[src/rtl/vga_pkg.sv]
// Shared raster constants for the 800x600 @ 60 Hz video chain and a small window helper.
// The menu, game and draw stages import this alongside the timing generator.
package vga_pkg;

  localparam int unsigned COUNT_W = 11;

  localparam int unsigned DEF_H_ACTIVE     = 800;
  localparam int unsigned DEF_H_SYNC_START = 840;
  localparam int unsigned DEF_H_SYNC_END   = 968;
  localparam int unsigned DEF_H_TOTAL      = 1056;

  localparam int unsigned DEF_V_ACTIVE     = 600;
  localparam int unsigned DEF_V_SYNC_START = 601;
  localparam int unsigned DEF_V_SYNC_END   = 605;
  localparam int unsigned DEF_V_TOTAL      = 628;

  typedef logic [COUNT_W-1:0] count_t;

  // Compared at 32 bits so an upper bound of 2048 still works with 11-bit counts.
  function automatic logic in_window(count_t c, int unsigned lo, int unsigned hi);
    int unsigned v;
    v = 32'(c);
    return (v >= lo) && (v < hi);
  endfunction

endpackage

[src/rtl/vga_axis_counter.sv]
// One raster axis: wrapping counter plus registered sync and blank flags.
// Flags are derived from the next-state count so they stay aligned with count.
module vga_axis_counter
  import vga_pkg::*;
#(
  parameter int unsigned ACTIVE     = DEF_H_ACTIVE,
  parameter int unsigned SYNC_START = DEF_H_SYNC_START,
  parameter int unsigned SYNC_END   = DEF_H_SYNC_END,
  parameter int unsigned TOTAL      = DEF_H_TOTAL,
  parameter logic        POL        = 1'b1
) (
  input  logic               clk,
  input  logic               rst,
  input  logic               inc_en,
  output logic [COUNT_W-1:0] count,
  output logic               sync,
  output logic               blnk,
  output logic               wrap
);

  if (!(ACTIVE < SYNC_START && SYNC_START < SYNC_END &&
        SYNC_END <= TOTAL && TOTAL <= 2048)) begin : g_bad_timing
    $error("vga_axis_counter: timing parameters out of order or exceed 2048");
  end

  localparam count_t LAST = count_t'(TOTAL - 1);

  count_t count_q, count_d;
  logic   sync_q, sync_d;
  logic   blnk_q, blnk_d;

  // >= rather than == keeps the counter inside range from any power-up value.
  assign wrap = inc_en && (count_q >= LAST);

  always_comb begin
    count_d = count_q;
    if (wrap) begin
      count_d = '0;
    end else if (inc_en) begin
      count_d = count_q + count_t'(1);
    end
    sync_d = in_window(count_d, SYNC_START, SYNC_END) ? POL : ~POL;
    blnk_d = (32'(count_d) >= ACTIVE);
  end

  always_ff @(posedge clk) begin
    if (!rst) begin
      count_q <= '0;
      sync_q  <= ~POL;
      blnk_q  <= 1'b0;
    end else begin
      count_q <= count_d;
      sync_q  <= sync_d;
      blnk_q  <= blnk_d;
    end
  end

  assign count = count_q;
  assign sync  = sync_q;
  assign blnk  = blnk_q;

endmodule

[src/rtl/vga_timing_gen.sv]
// Raster timing generator: registered hcount/vcount, syncs, blanks and a
// one-cycle frame_start pulse at pixel (0,0) of every frame after the first.
module vga_timing_gen
  import vga_pkg::*;
#(
  parameter int unsigned H_ACTIVE     = DEF_H_ACTIVE,
  parameter int unsigned H_SYNC_START = DEF_H_SYNC_START,
  parameter int unsigned H_SYNC_END   = DEF_H_SYNC_END,
  parameter int unsigned H_TOTAL      = DEF_H_TOTAL,
  parameter int unsigned V_ACTIVE     = DEF_V_ACTIVE,
  parameter int unsigned V_SYNC_START = DEF_V_SYNC_START,
  parameter int unsigned V_SYNC_END   = DEF_V_SYNC_END,
  parameter int unsigned V_TOTAL      = DEF_V_TOTAL,
  parameter logic        HS_POL       = 1'b1,
  parameter logic        VS_POL       = 1'b1
) (
  input  logic        pclk,
  input  logic        rst,
  output logic [10:0] hcount,
  output logic [10:0] vcount,
  output logic        hsync,
  output logic        vsync,
  output logic        hblnk,
  output logic        vblnk,
  output logic        frame_start
);

  logic h_wrap;
  logic v_wrap;
  logic frame_start_q, frame_start_d;

  vga_axis_counter #(
    .ACTIVE     (H_ACTIVE),
    .SYNC_START (H_SYNC_START),
    .SYNC_END   (H_SYNC_END),
    .TOTAL      (H_TOTAL),
    .POL        (HS_POL)
  ) u_h (
    .clk    (pclk),
    .rst    (rst),
    .inc_en (1'b1),
    .count  (hcount),
    .sync   (hsync),
    .blnk   (hblnk),
    .wrap   (h_wrap)
  );

  vga_axis_counter #(
    .ACTIVE     (V_ACTIVE),
    .SYNC_START (V_SYNC_START),
    .SYNC_END   (V_SYNC_END),
    .TOTAL      (V_TOTAL),
    .POL        (VS_POL)
  ) u_v (
    .clk    (pclk),
    .rst    (rst),
    .inc_en (h_wrap),
    .count  (vcount),
    .sync   (vsync),
    .blnk   (vblnk),
    .wrap   (v_wrap)
  );

  // A vertical wrap only happens on a horizontal wrap, so next state is (0,0).
  assign frame_start_d = v_wrap;

  always_ff @(posedge pclk) begin
    if (!rst) begin
      frame_start_q <= 1'b0;
    end else begin
      frame_start_q <= frame_start_d;
    end
  end

  assign frame_start = frame_start_q;

endmodule

[config.mk]
export PLATFORM = sky130hd
export DESIGN_NAME = vga_timing_gen
export DESIGN_NICKNAME = d
export VERILOG_FILES = /design/src/rtl/vga_pkg.sv /design/src/rtl/vga_axis_counter.sv /design/src/rtl/vga_timing_gen.sv
export SDC_FILE = /design/constraint.sdc
export NUM_CORES = 1
export LEC_CHECK = 0
export ABC_AREA = 1
export CAP_MARGIN = 10
export CORE_UTILIZATION = 30
export CTS_CLUSTER_SIZE = 40
export DETAILED_ROUTE_END_ITERATION = 12
export SETUP_SLACK_MARGIN = 0.1
export SLEW_MARGIN = 20
export SYNTH_ARGS = -nofsm -noshare
export SYNTH_HDL_FRONTEND = slang
export SYNTH_HIERARCHICAL = 1
export SYNTH_SLANG_ARGS = --single-unit
[constraint.sdc]
create_clock -name pclk -period 2.8 [get_ports pclk]
set_input_delay 0.28 -clock pclk [delete_from_list [all_inputs] [get_ports pclk]]
set_output_delay 0.28 -clock pclk [all_outputs]
set_load 0.05 [all_outputs]
==> reports/metrics.cfg <==
[setup_path]
worst_ep_required_time_ps = 2970
critPathSlowestCell = sky130_fd_sc_hd__dfxtp_1
critPathMaxStageDelay_ps = 420
critical_path.max_fanout = 7
crit_path_frequent_cell = sky130_fd_sc_hd__nand3_1
worstSetupStartpointType = flip-flop
critical_path_class = reg -> reg
critical_path_buf_inv_count = 1
kind_of_end_point_of_the_critical_path = flip-flop
cp_cell_sequence = ha_1, nand3_1, nand3_1, nand2_2, clkinvlp_4, nand2_4, nor2_4, nand2_2, nand2_1, nand2_2, nor2_1, nand2_1, nor2_2, nand3_1, nand3_1, nor2_1
timing.critical_path.max_delay_family = simple AND/OR/NAND/NOR gates
rrSetupSlack_ps = 460
worst_ep_arrival_time_ps = 2510

[drt]
drc = 0
detail_route.iter0.violations = 70
vias_per_cell = 4.36
drt-pass1-iter-count = 4
finalWirelength_um = 3490
vias = 1518
drt.antenna.violating_nets = 0
post_drt_wl_per_cell_um = 10.0

[cells_and_area]
synthesis_to_finish_area_growth_pct = 28.5
nFillCells = 569
most-common-layout-cells = 59 x sky130_fd_sc_hd__nand2_1, 36 x sky130_fd_sc_hd__inv_1, 32 x sky130_fd_sc_hd__nor2_1
nNetsFinal = 283
n_antenna_cell = 0
post-route-cell-area_um2 = 2070
drive_gt1_frac = 0.158
area_taken_by_flip_flops_and_latches_um2 = 541
commonest_non_fill_non_tap_cell_in_the_layout = sky130_fd_sc_hd__nand2_1
multi_input_area_um2 = 922

[grt]
via_count_of_the_first_global_routing_pass = 1408
global_route.usage.total = 0.140
overflow = 0
antenna_found_initial = 0
grt_pass1_wl_um = 6000
grt_max_degree = 16

[floorplan]
die_x_um = 75.3
core_region_area_um2 = 5140
io_pins = 29
initial_core_util = 0.313
num_rows = 26
floorplan.die_area_um2 = 5660
chipHeight_um = 75.3

[synthesis]
combined_area_of_all_synthesized_cells_um2 = 1610
synth_top_cell_area_share = 0.336
yosysTopAreaCell = sky130_fd_sc_hd__dfxtp_1
yosysWarningCount = 6
postSynthRegisterBits = 27
avgSynthCellArea_um2 = 6.79
synth.top_cells.by_area = sky130_fd_sc_hd__dfxtp_1 34%, sky130_fd_sc_hd__nand2_1 14%, sky130_fd_sc_hd__inv_1 8.6%, sky130_fd_sc_hd__nor2_1 7.5%, sky130_fd_sc_hd__nand3_1 6.2%
synthesized_netlist_cell_count = 237
synth.yosys.seq_area_share = 0.336
yosysUniqueCellTypes = 31

[power]
ir_drop_uv = 136
cellLeakagePower_nw = 0.980
pwr_density_cell_nw_per_um2 = 308

[timing]
clock_skew_ps = 1.38
maxSlewViolCount = 0
setup_violations = 0
period_share = 0.834
finalWorstPathRequiredPeriod_ps = 2340
achievable_freq_mhz = 428
grt_setup_unrepaired = no
worst_slew_margin_rel = 0.664
finalHoldViolations = 0
fin_setup_tns_ps = 0
worst_slew_pin_slew_ps = 502

[placed_design]
placed_cell_area_um2 = 1980
io_port_bufs = 28
dpl.hpwl_um = 2740
routabilityCongestion = 0.819

[clock_tree]
clkLatencyLatePin_ps = 270
ctsLongestPathBuffers = 2
cts.reportedPaths.clkPinSlew_ps = 90
clockRootBuffer = sky130_fd_sc_hd__clkbuf_8
cts-buffers-inserted = 3
cts_tree = done
cts.sink_count = 27
ctsHtreeMaxLevel = 1

[run]
max_cap_violations = 0

[min_path]
min_path_type = reg -> reg

[outcome]
status = complete, no violations

-- routing by layer --
layer / up-vias / routed length, um / global-route usage
li1: 812 / - / -
met1: 671 / 1740 / 0.180
met2: 31 / 1600 / 0.238
met3: 4 / 112 / 0.0161
met4: 0 / 49 / 0.0556
met5: - / 0 / 0
-- tightest hold or removal path, stage by stage (launching register included) --
cell	delay [ps]
sky130_fd_sc_hd__dfxtp_1	360
sky130_fd_sc_hd__a21oi_1	130
sky130_fd_sc_hd__nor3b_1	60
-- timing repair --
item	in CTS	in global routing
gates resized for setup	0	2
setup endpoints to repair	0	2
buffers inserted	0	4
hold buffers	0	0
-- logic make-up after synthesis --
family,share of synthesized area
AOI/OAI and AO/OA,0.0489
xor gates and xnor gates,0.0272
adders and majority gates,0.0155
buffers and inverters,0.105
DFF,0.336
muxes,0.00622
other,0.00233
and+or+nand+nor,0.459
-- layout make-up --
| cell class | instances | area share |
|---|---|---|
| timing repair buffer | 33 | 0.154 |
| tap | 70 | 0.0423 |
| timing repair inverter | 1 | 0.00242 |
| inverter | 39 | 0.0726 |
| clock buffer | 3 | 0.0200 |
| clock inverter | 1 | 0.00242 |
| sequential | 27 | 0.261 |
| multi-input combinational | 174 | 0.446 |
-- flip-flops by register name, summed over array words and instances, names as in the netlist --
| name | flops |
|---|---|
| u_v/sync | 1 |
| u_v/count | 11 |
| u_v/blnk | 1 |
| u_h/sync | 1 |
| u_h/blnk | 1 |
| u_h/count | 11 |
| frame_start | 1 |
-- synth_stat cells --
library cell / instances
sky130_fd_sc_hd__inv_1: 37
sky130_fd_sc_hd__and3_1: 1
sky130_fd_sc_hd__ha_1: 2
sky130_fd_sc_hd__and3_2: 2
sky130_fd_sc_hd__conb_1: 1
sky130_fd_sc_hd__nand3_2: 4
sky130_fd_sc_hd__xor2_1: 5
sky130_fd_sc_hd__nor3_1: 2
sky130_fd_sc_hd__dfxtp_1: 27
sky130_fd_sc_hd__o21ai_0: 2
sky130_fd_sc_hd__o21bai_1: 2
sky130_fd_sc_hd__nand4_1: 3
sky130_fd_sc_hd__nand2_2: 8
sky130_fd_sc_hd__inv_2: 1
sky130_fd_sc_hd__nand3_1: 20
sky130_fd_sc_hd__o21ai_2: 1
sky130_fd_sc_hd__buf_6: 2
sky130_fd_sc_hd__nand3_4: 1
sky130_fd_sc_hd__nor2_2: 6
sky130_fd_sc_hd__clkinv_1: 1
sky130_fd_sc_hd__nand2_1: 60
sky130_fd_sc_hd__mux2i_1: 1
sky130_fd_sc_hd__nor3b_1: 2
sky130_fd_sc_hd__nor2_1: 32
sky130_fd_sc_hd__nand3b_1: 2
sky130_fd_sc_hd__nand4_2: 1
sky130_fd_sc_hd__nand2_4: 1
sky130_fd_sc_hd__nor2_4: 4
sky130_fd_sc_hd__o31ai_2: 1
sky130_fd_sc_hd__a21oi_2: 2
sky130_fd_sc_hd__a21oi_1: 3
-- through the flow --
step | power [W] | worst slack, ps | instances | util | hold WS (ps)
global route | 0.000669 | 191 | 348 | 0.403 | 664
floorplan | 0.000419 | 262 | 242 | - | 378
global placement | 0.000431 | 392 | 339 | 0.386 | 573
detailed placement | 0.000430 | 250 | 339 | 0.386 | 590
CTS | 0.000653 | 225 | 343 | 0.395 | 606
finish | 0.000638 | 465 | 348 | 0.403 | 594
-- report_power, final --
part           internal, W  switching, W
Sequential        0.000386    0.00000320
Clock            0.0000996      0.000117
Combinational   0.00000987     0.0000216
-- final timing paths --
check               startpoint      endpoint  depth (start not counted)
setup / recovery  u_h/count[0]      u_v/sync                         16
hold / removal    u_h/count[2]  u_h/count[2]                          2
setup reg to reg  u_h/count[0]      u_v/sync                         16
hold reg to reg   u_h/count[2]  u_h/count[2]                          2
No activity file was read; power rests on OpenSTA's default activity.
